### src/rtl/pulse_meter.sv
// Pulse-width meter: synchronizes sig_in and measures how long it stays high,
// in whole seconds of CLK_CYCLES_PER_SECOND clk cycles, saturating at 31.
// Ports:
//   clk, rst (async, active-high)
//   sig_in        asynchronous pulse under measurement
//   meas_ready    consumer accepts the result while meas_valid is high
//   meas_valid    result available, held until accepted
//   meas_sec[4:0] measured high time in seconds (saturates at 31)
//   meas_ovf      more than 31 whole seconds were counted
//   busy          a pulse is currently being measured
//   pulse_dropped one-cycle strobe: a rise arrived while a result was pending
module pulse_meter #(
    parameter int CLK_CYCLES_PER_SECOND = 10
) (
    input  logic       clk,
    input  logic       rst,
    input  logic       sig_in,
    input  logic       meas_ready,
    output logic       meas_valid,
    output logic [4:0] meas_sec,
    output logic       meas_ovf,
    output logic       busy,
    output logic       pulse_dropped
);

    localparam int CW = (CLK_CYCLES_PER_SECOND > 2) ?
                        $clog2(CLK_CYCLES_PER_SECOND) : 1;
    localparam logic [CW-1:0] LAST_CYC = CW'(CLK_CYCLES_PER_SECOND - 1);

    typedef enum logic [1:0] {
        IDLE    = 2'd0,
        MEASURE = 2'd1,
        DONE    = 2'd2
    } state_t;

    state_t        state_q, state_d;
    logic          s1_q, s1_d;
    logic          s2_q, s2_d;
    logic          s3_q, s3_d;
    logic [CW-1:0] cycle_cnt_q, cycle_cnt_d;
    logic [4:0]    sec_cnt_q, sec_cnt_d;
    logic          ovf_acc_q, ovf_acc_d;
    logic          meas_valid_q, meas_valid_d;
    logic [4:0]    meas_sec_q, meas_sec_d;
    logic          meas_ovf_q, meas_ovf_d;
    logic          busy_q, busy_d;
    logic          pulse_dropped_q, pulse_dropped_d;
    logic          rise;

    // s3 only remembers the previous synchronized level for edge detection.
    assign rise = s2_q & ~s3_q;

    always_comb begin
        s1_d            = sig_in;
        s2_d            = s1_q;
        s3_d            = s2_q;
        state_d         = state_q;
        cycle_cnt_d     = cycle_cnt_q;
        sec_cnt_d       = sec_cnt_q;
        ovf_acc_d       = ovf_acc_q;
        meas_valid_d    = meas_valid_q;
        meas_sec_d      = meas_sec_q;
        meas_ovf_d      = meas_ovf_q;
        pulse_dropped_d = 1'b0;

        case (state_q)
            IDLE: begin
                // The rising cycle itself is the first counted high cycle.
                if (rise) begin
                    state_d     = MEASURE;
                    cycle_cnt_d = CW'(1);
                    sec_cnt_d   = 5'd0;
                    ovf_acc_d   = 1'b0;
                end
            end
            MEASURE: begin
                if (s2_q) begin
                    if (cycle_cnt_q == LAST_CYC) begin
                        cycle_cnt_d = '0;
                        // Saturate instead of wrapping; remember the overflow.
                        if (sec_cnt_q == 5'd31) begin
                            ovf_acc_d = 1'b1;
                        end else begin
                            sec_cnt_d = sec_cnt_q + 5'd1;
                        end
                    end else begin
                        cycle_cnt_d = cycle_cnt_q + CW'(1);
                    end
                end else begin
                    state_d      = DONE;
                    meas_sec_d   = sec_cnt_q;
                    meas_ovf_d   = ovf_acc_q;
                    meas_valid_d = 1'b1;
                end
            end
            DONE: begin
                // A pulse starting while the result is pending is lost.
                if (rise) begin
                    pulse_dropped_d = 1'b1;
                end
                if (meas_ready) begin
                    state_d      = IDLE;
                    meas_valid_d = 1'b0;
                end
            end
            default: begin
                state_d = IDLE;
            end
        endcase

        busy_d = (state_d == MEASURE);
    end

    always_ff @(posedge clk or posedge rst) begin
        if (rst) begin
            state_q         <= IDLE;
            s1_q            <= 1'b0;
            s2_q            <= 1'b0;
            s3_q            <= 1'b0;
            cycle_cnt_q     <= '0;
            sec_cnt_q       <= 5'd0;
            ovf_acc_q       <= 1'b0;
            meas_valid_q    <= 1'b0;
            meas_sec_q      <= 5'd0;
            meas_ovf_q      <= 1'b0;
            busy_q          <= 1'b0;
            pulse_dropped_q <= 1'b0;
        end else begin
            state_q         <= state_d;
            s1_q            <= s1_d;
            s2_q            <= s2_d;
            s3_q            <= s3_d;
            cycle_cnt_q     <= cycle_cnt_d;
            sec_cnt_q       <= sec_cnt_d;
            ovf_acc_q       <= ovf_acc_d;
            meas_valid_q    <= meas_valid_d;
            meas_sec_q      <= meas_sec_d;
            meas_ovf_q      <= meas_ovf_d;
            busy_q          <= busy_d;
            pulse_dropped_q <= pulse_dropped_d;
        end
    end

    assign meas_valid    = meas_valid_q;
    assign meas_sec      = meas_sec_q;
    assign meas_ovf      = meas_ovf_q;
    assign busy          = busy_q;
    assign pulse_dropped = pulse_dropped_q;

endmodule

### config.mk
export PLATFORM = sky130hd
export DESIGN_NAME = pulse_meter
export DESIGN_NICKNAME = d
export VERILOG_FILES = /design/src/rtl/pulse_meter.sv
export SDC_FILE = /design/constraint.sdc
export NUM_CORES = 1
export LEC_CHECK = 0
export CAP_MARGIN = 20
export CORE_MARGIN = 3
export CORE_UTILIZATION = 25
export CTS_CLUSTER_DIAMETER = 60
export DETAILED_ROUTE_END_ITERATION = 12
export PLACE_DENSITY = 0.51
export SLEW_MARGIN = 20
export SYNTH_ARGS = -nofsm -noshare
export SYNTH_HDL_FRONTEND = slang
export SYNTH_SLANG_ARGS = --single-unit
### constraint.sdc
create_clock -name clk -period 6.2 [get_ports clk]
set_clock_uncertainty 0.15 [all_clocks]
set_input_delay 0.62 -clock clk [delete_from_list [all_inputs] [get_ports clk]]
set_output_delay 0.62 -clock clk [all_outputs]
set_load 0.005 [all_outputs]
# == Yosys cells after proc, flatten, opt, wreduce, memory -nomap -nowiden ==
# Index checks and enable logic that the tools add are counted.
# totals
input_bits,4
out_inout_bits,9
reg_bits,24
elab_cells,60
# op_classes
n_eq_ne,12
add_sub_neg,2
mux,23
bitwise,3
n_reduce_logical,8
# ops
op,n
5-bit two-way mux,4
2-bit inequality test (second input constant),7
4-bit two-way mux,3
5-bit case mux with 2 select lines,1
5-bit AND reduction,2
1-bit two-way mux,8
4-bit case mux with 2 select lines,1
2-bit two-way mux,3
2-bit case mux with 3 select lines,1
3-bit AND reduction,2
5-bit by 1-bit adder with 5-bit output (second input constant),1
5-bit == test (second input constant),1
4-bit by 1-bit adder with 4-bit output (second input constant),1
2-bit by 1-bit == test with 1-bit output (second input constant),2
4-bit == test (second input constant),1
1-bit case mux with 2 select lines,2
2-bit nonzero test,2
2-bit == test (second input constant),1
2-bit logical NOT,1
1-bit NOT,2
2-bit AND reduction,1
1-bit bitwise AND,1

# == Logic depth before layout (Yosys ltp) ==
# logic_depth
word_depth,5
depth_mapped,6
depth_no_buf,6

# == Least setup slack after synthesis ==
# No wires, ideal clock.
# synth_timing
path_type,reg-to-reg
startpoint,register sec_cnt_q[0]
endpoint,register sec_cnt_q[0]
setup_ns,0.125
n_path_buf,0
slack_ns,4.149
required_time_ns,5.925
arrival_time_ns,1.776
period_less_slack_ns,2.051
stages_incl_launch_ff,7
cell_sequence,dfrtp_1 ha_1 and3_1 ha_1 nand4bb_2 a211o_1 mux2_2
# synth_via
elab_chain_len,5
elab_cells_between_ends,8
classes_between,add/sub (1); eq/ne (2); mux (4); reduce/logical (1)
# synth_lines
item,line,rtl
from (decl),41,"logic [4:0] sec_cnt_q, sec_cnt_d;"
from (signal assigned),134,sec_cnt_q <= sec_cnt_d;
5-bit by 1-bit adder with 5-bit output,84,sec_cnt_d = sec_cnt_q + 5'd1;
5-bit two-way mux,81,if (sec_cnt_q == 5'd31) begin
5-bit two-way mux,78,if (cycle_cnt_q == LAST_CYC) begin
5-bit two-way mux,77,if (s2_q) begin
5-bit case mux with 2 select lines,66,case (state_q)
# Several ways; a longest one is shown, not always the timed one. The select of a mux whose other input is x is not followed.
# A chain may end at the register's enable or synchronous reset.

# == Final worst setup path ==
# Same ends and word-level chain as after synthesis.

==> impl_results.md <==
- Syn Nets: 96
- Post-DRT Antenna Nets: 0
- CTS clk-pin slew, worst paths: 0.08 ns
- Wire length per cell: 12.41 um
- Drt via density: 4.712
- Final WL: 1898 um
- Switching share of power: 23.16%
- Drt first-iter violations: 14
- Total chip power: 356.2 uW
- Synth area leader: dfrtp_1
- Mapped cell area: 1092 sq um
- Root Buffer Master: clkbuf_8
- MaxCap Viol Count: 0
- Fin cells: 153
- Post-CTS Resized: 0
- Pwr Density: 266.8 nW/um^2
- Setup crit start: sec_cnt_q[0]
- Final core utilization: 32.44%
- Area grow syn2layout: 22.22%
- CTS Buf Count: 3
- Vias in the first global route: 750
- Worst setup EP type: register
- Routability Congestion: 0.7472
- Hpwl dp: 1412 um
- # fillers: 418
- F_max: 0.4630 GHz
- Post-CTS setup buffers: 0
- Crit Path Max Fanout: 6
- FF-to-FF Start: sec_cnt_q[0]
- Cell Int Power: 273.7 uW
- FF-to-FF path depth: 6
- RR Endpoint: sec_cnt_q[0]
- Antenna cells: 0
- Peak per-stage delay on the critical path: 0.42 ns
- Relative slew slack: 40.12%
- Worst-Skew Late Latency: 0.26 ns
- Max H-tree Level: 1
- Hold_buf cts: 0
- Register area share after synthesis: 54.98%
- Main area contributors after synthesis: dfrtp_1 (55%), mux2_1 (8.2%), ha_1 (4.6%), inv_1 (2.7%), o21ai_0 (2.3%)
- Starting Density: 26.54%
- # setup viols final: 0
- Crit path cell chain: ha_1, and3_1, ha_1, nand4bb_2, a211o_1, mux2_2
- Cell at the slowest stage of the critical path: dfrtp_1
- Yosys warnings: 0
- Unrepaired setup endpoints after global routing: no
- Fin crit share: 34.83%
- Pleak: 0.0006026 uW
- TritonCTS clock tree: done
- First-pass GRT wire length: 3553 um
- Peak VDD IR: 0.1355 mV
- Initial antenna violation count: 0
- Crit path to: sec_cnt_q[0]
- Kind of critical path: reg2reg
- Via Count: 721
- Status: complete, no violations
- Min cycle time layout: 2.160 ns
- IO Count: 13
- Yosys cell types: 32
- Total GRT Usage: 8.659%
- Most used cell, CP: ha_1
- Setup_tns: 0 ns
- CP required: 6.21 ns
- Port bufs: 12
- R2R Setup Slk: 4.04 ns
- Chip Height: 72.10 um
- Clk sink count: 24
- Seq pwr share: 50.0%
- Share of layout cells above drive strength 1: 9.709%
- Drt first pass iters: 2
- Post-Place Cells: 149
- DRC violations left: 0
- Class of the worst hold path: reg2reg
- # rows: 23
- Avg Synthesized Cell Area: 12.41 sq um
- Logic pwr share: 11.9%
- CTS Buffer Depth: 2
- Core footprint: 4115 sq um
- Net count, final: 112
- DIE AREA: 5198 sq um
- Worst Path Arrival: 2.16 ns
- Die width: 72.10 um
- Net switching power: 82.50 uW
- Endpoints failing hold: 0
- Clock power frac: 38.0%
- Worst-Margin Slew: 0.8973 ns
- Share of the synthesized area in the top cell type: 54.98%
- Startpoint types: register
- Syn Inst Count: 88
- Congestion Overflow GR: 0
- Synth Register Bits: 24
- Largest net degree at the start of global routing: 25
- Max Transition Viols Final: 0
## state kept, by name (all words and copies together), names as in the netlist
| name | count |
|---|---|
| meas_ovf | 1 |
| cycle_cnt_q | 4 |
| state_q | 2 |
| pulse_dropped | 1 |
| sec_cnt_q | 5 |
| meas_sec | 5 |
| ovf_acc_q | 1 |
| s3_q | 1 |
| s2_q | 1 |
| meas_valid | 1 |
| busy | 1 |
| s1_q | 1 |
## power by group through the flow
stage / registers [uW] / clock network [uW] / logic (uW)
2_1_floorplan: 178 / 0 / 33.6
3_3_place_gp: 182 / 0 / 43.5
3_5_place_dp: 181 / 0 / 43.3
4_1_cts: 178 / 139 / 43.3
5_1_grt: 181 / 146 / 48.6
6_report: 178 / 135 / 42.5
## logic make-up after synthesis
logic type      count (synthesis)  synth area share [%]
fa+ha+maj                       4                 4.582
flops                          24                 54.98
compound gates                 17                 11.00
buf+inv                        10                 4.123
simple gates                   24                 16.04
mux                             9                 9.279
## per-layer routing
layer | routed length (um) | vias up | global-route usage, %
met5 | 0 | - | 0
met4 | 31 | 0 | 3.132
met2 | 839 | 11 | 13.55
met1 | 956 | 350 | 11.04
met3 | 71 | 2 | 3.047
li1 | - | 358 | -
## cells in the final DEF, fill, tap and decap left out, drive strengths merged, types with 2 or more instances in the layout
cell           synthesis  final
nor2                   3      3
nor2b                  2      2
inv                    9      9
clkbuf                 0      3
o2111ai                2      2
nand3                  4      4
ha                     4      4
or4                    2      2
o211ai                 3      3
a22o                   2      2
nand2b                 2      2
mux2                   9      9
nor4                   2      2
o21ai                  5      5
clkdlybuf4s50          0     12
dfrtp                 24     24
## synth_stat cells
master      n
o21ai_0     5
nand4bb_2   1
a21oi_1     1
o211ai_1    3
inv_1       8
and3_1      1
nor4b_1     1
and3b_1     1
nand4b_1    1
mux2_2      1
nand2b_1    2
o2111ai_1   2
a21o_1      1
nor2b_1     2
nor3_4      1
nor2_2      1
nand3_1     4
buf_6       1
ha_1        4
or4_1       2
and2b_4     1
a31o_1      1
a22o_1      2
a211o_1     1
mux2_1      8
nor2_1      2
or3_1       1
dfrtp_1    24
nand3b_1    1
nor4_1      2
a22oi_1     1
inv_2       1
## worst min-delay path by stage
stage / startpoint / to / depth (start not counted)
floorplan: s1_q / s2_q / 0
global placement: s1_q / s2_q / 0
detailed placement: s1_q / s2_q / 0
CTS: s1_q / s2_q / 0
global route: s1_q / s2_q / 0
finish: s1_q / s2_q / 0
## cell type report
class | instances | area (sq um) | share of cell area (%)
sequential | 24 | 600.6 | 44.99
multi-input combinational | 54 | 446.7 | 33.46
timing repair buffer | 12 | 120.1 | 8.997
tap | 50 | 62.56 | 4.686
clock buffer | 3 | 41.29 | 3.093
inverter | 9 | 33.78 | 2.530
clock inverter | 1 | 30.03 | 2.249
## metrics by stage
stage,area [sq um],hold slack (ns),setup WS [ns]
floorplan,1092,0.1812,4.149
global placement,1264,0.1833,4.093
detailed placement,1264,0.1896,4.033
CTS,1335,0.2105,4.022
global route,1335,0.2252,3.895
finish,1335,0.2069,4.040
## worst max-delay path: cells and delay by family (launching register included)
kind                       cells  cell delay, ns
and+or+nand+nor                2            0.48
AOI/OAI and AO/OA              1            0.33
muxes                          1            0.27
DFF                            1            0.42
adders and majority gates      2            0.40
No activity file was read; power rests on OpenSTA's default activity.
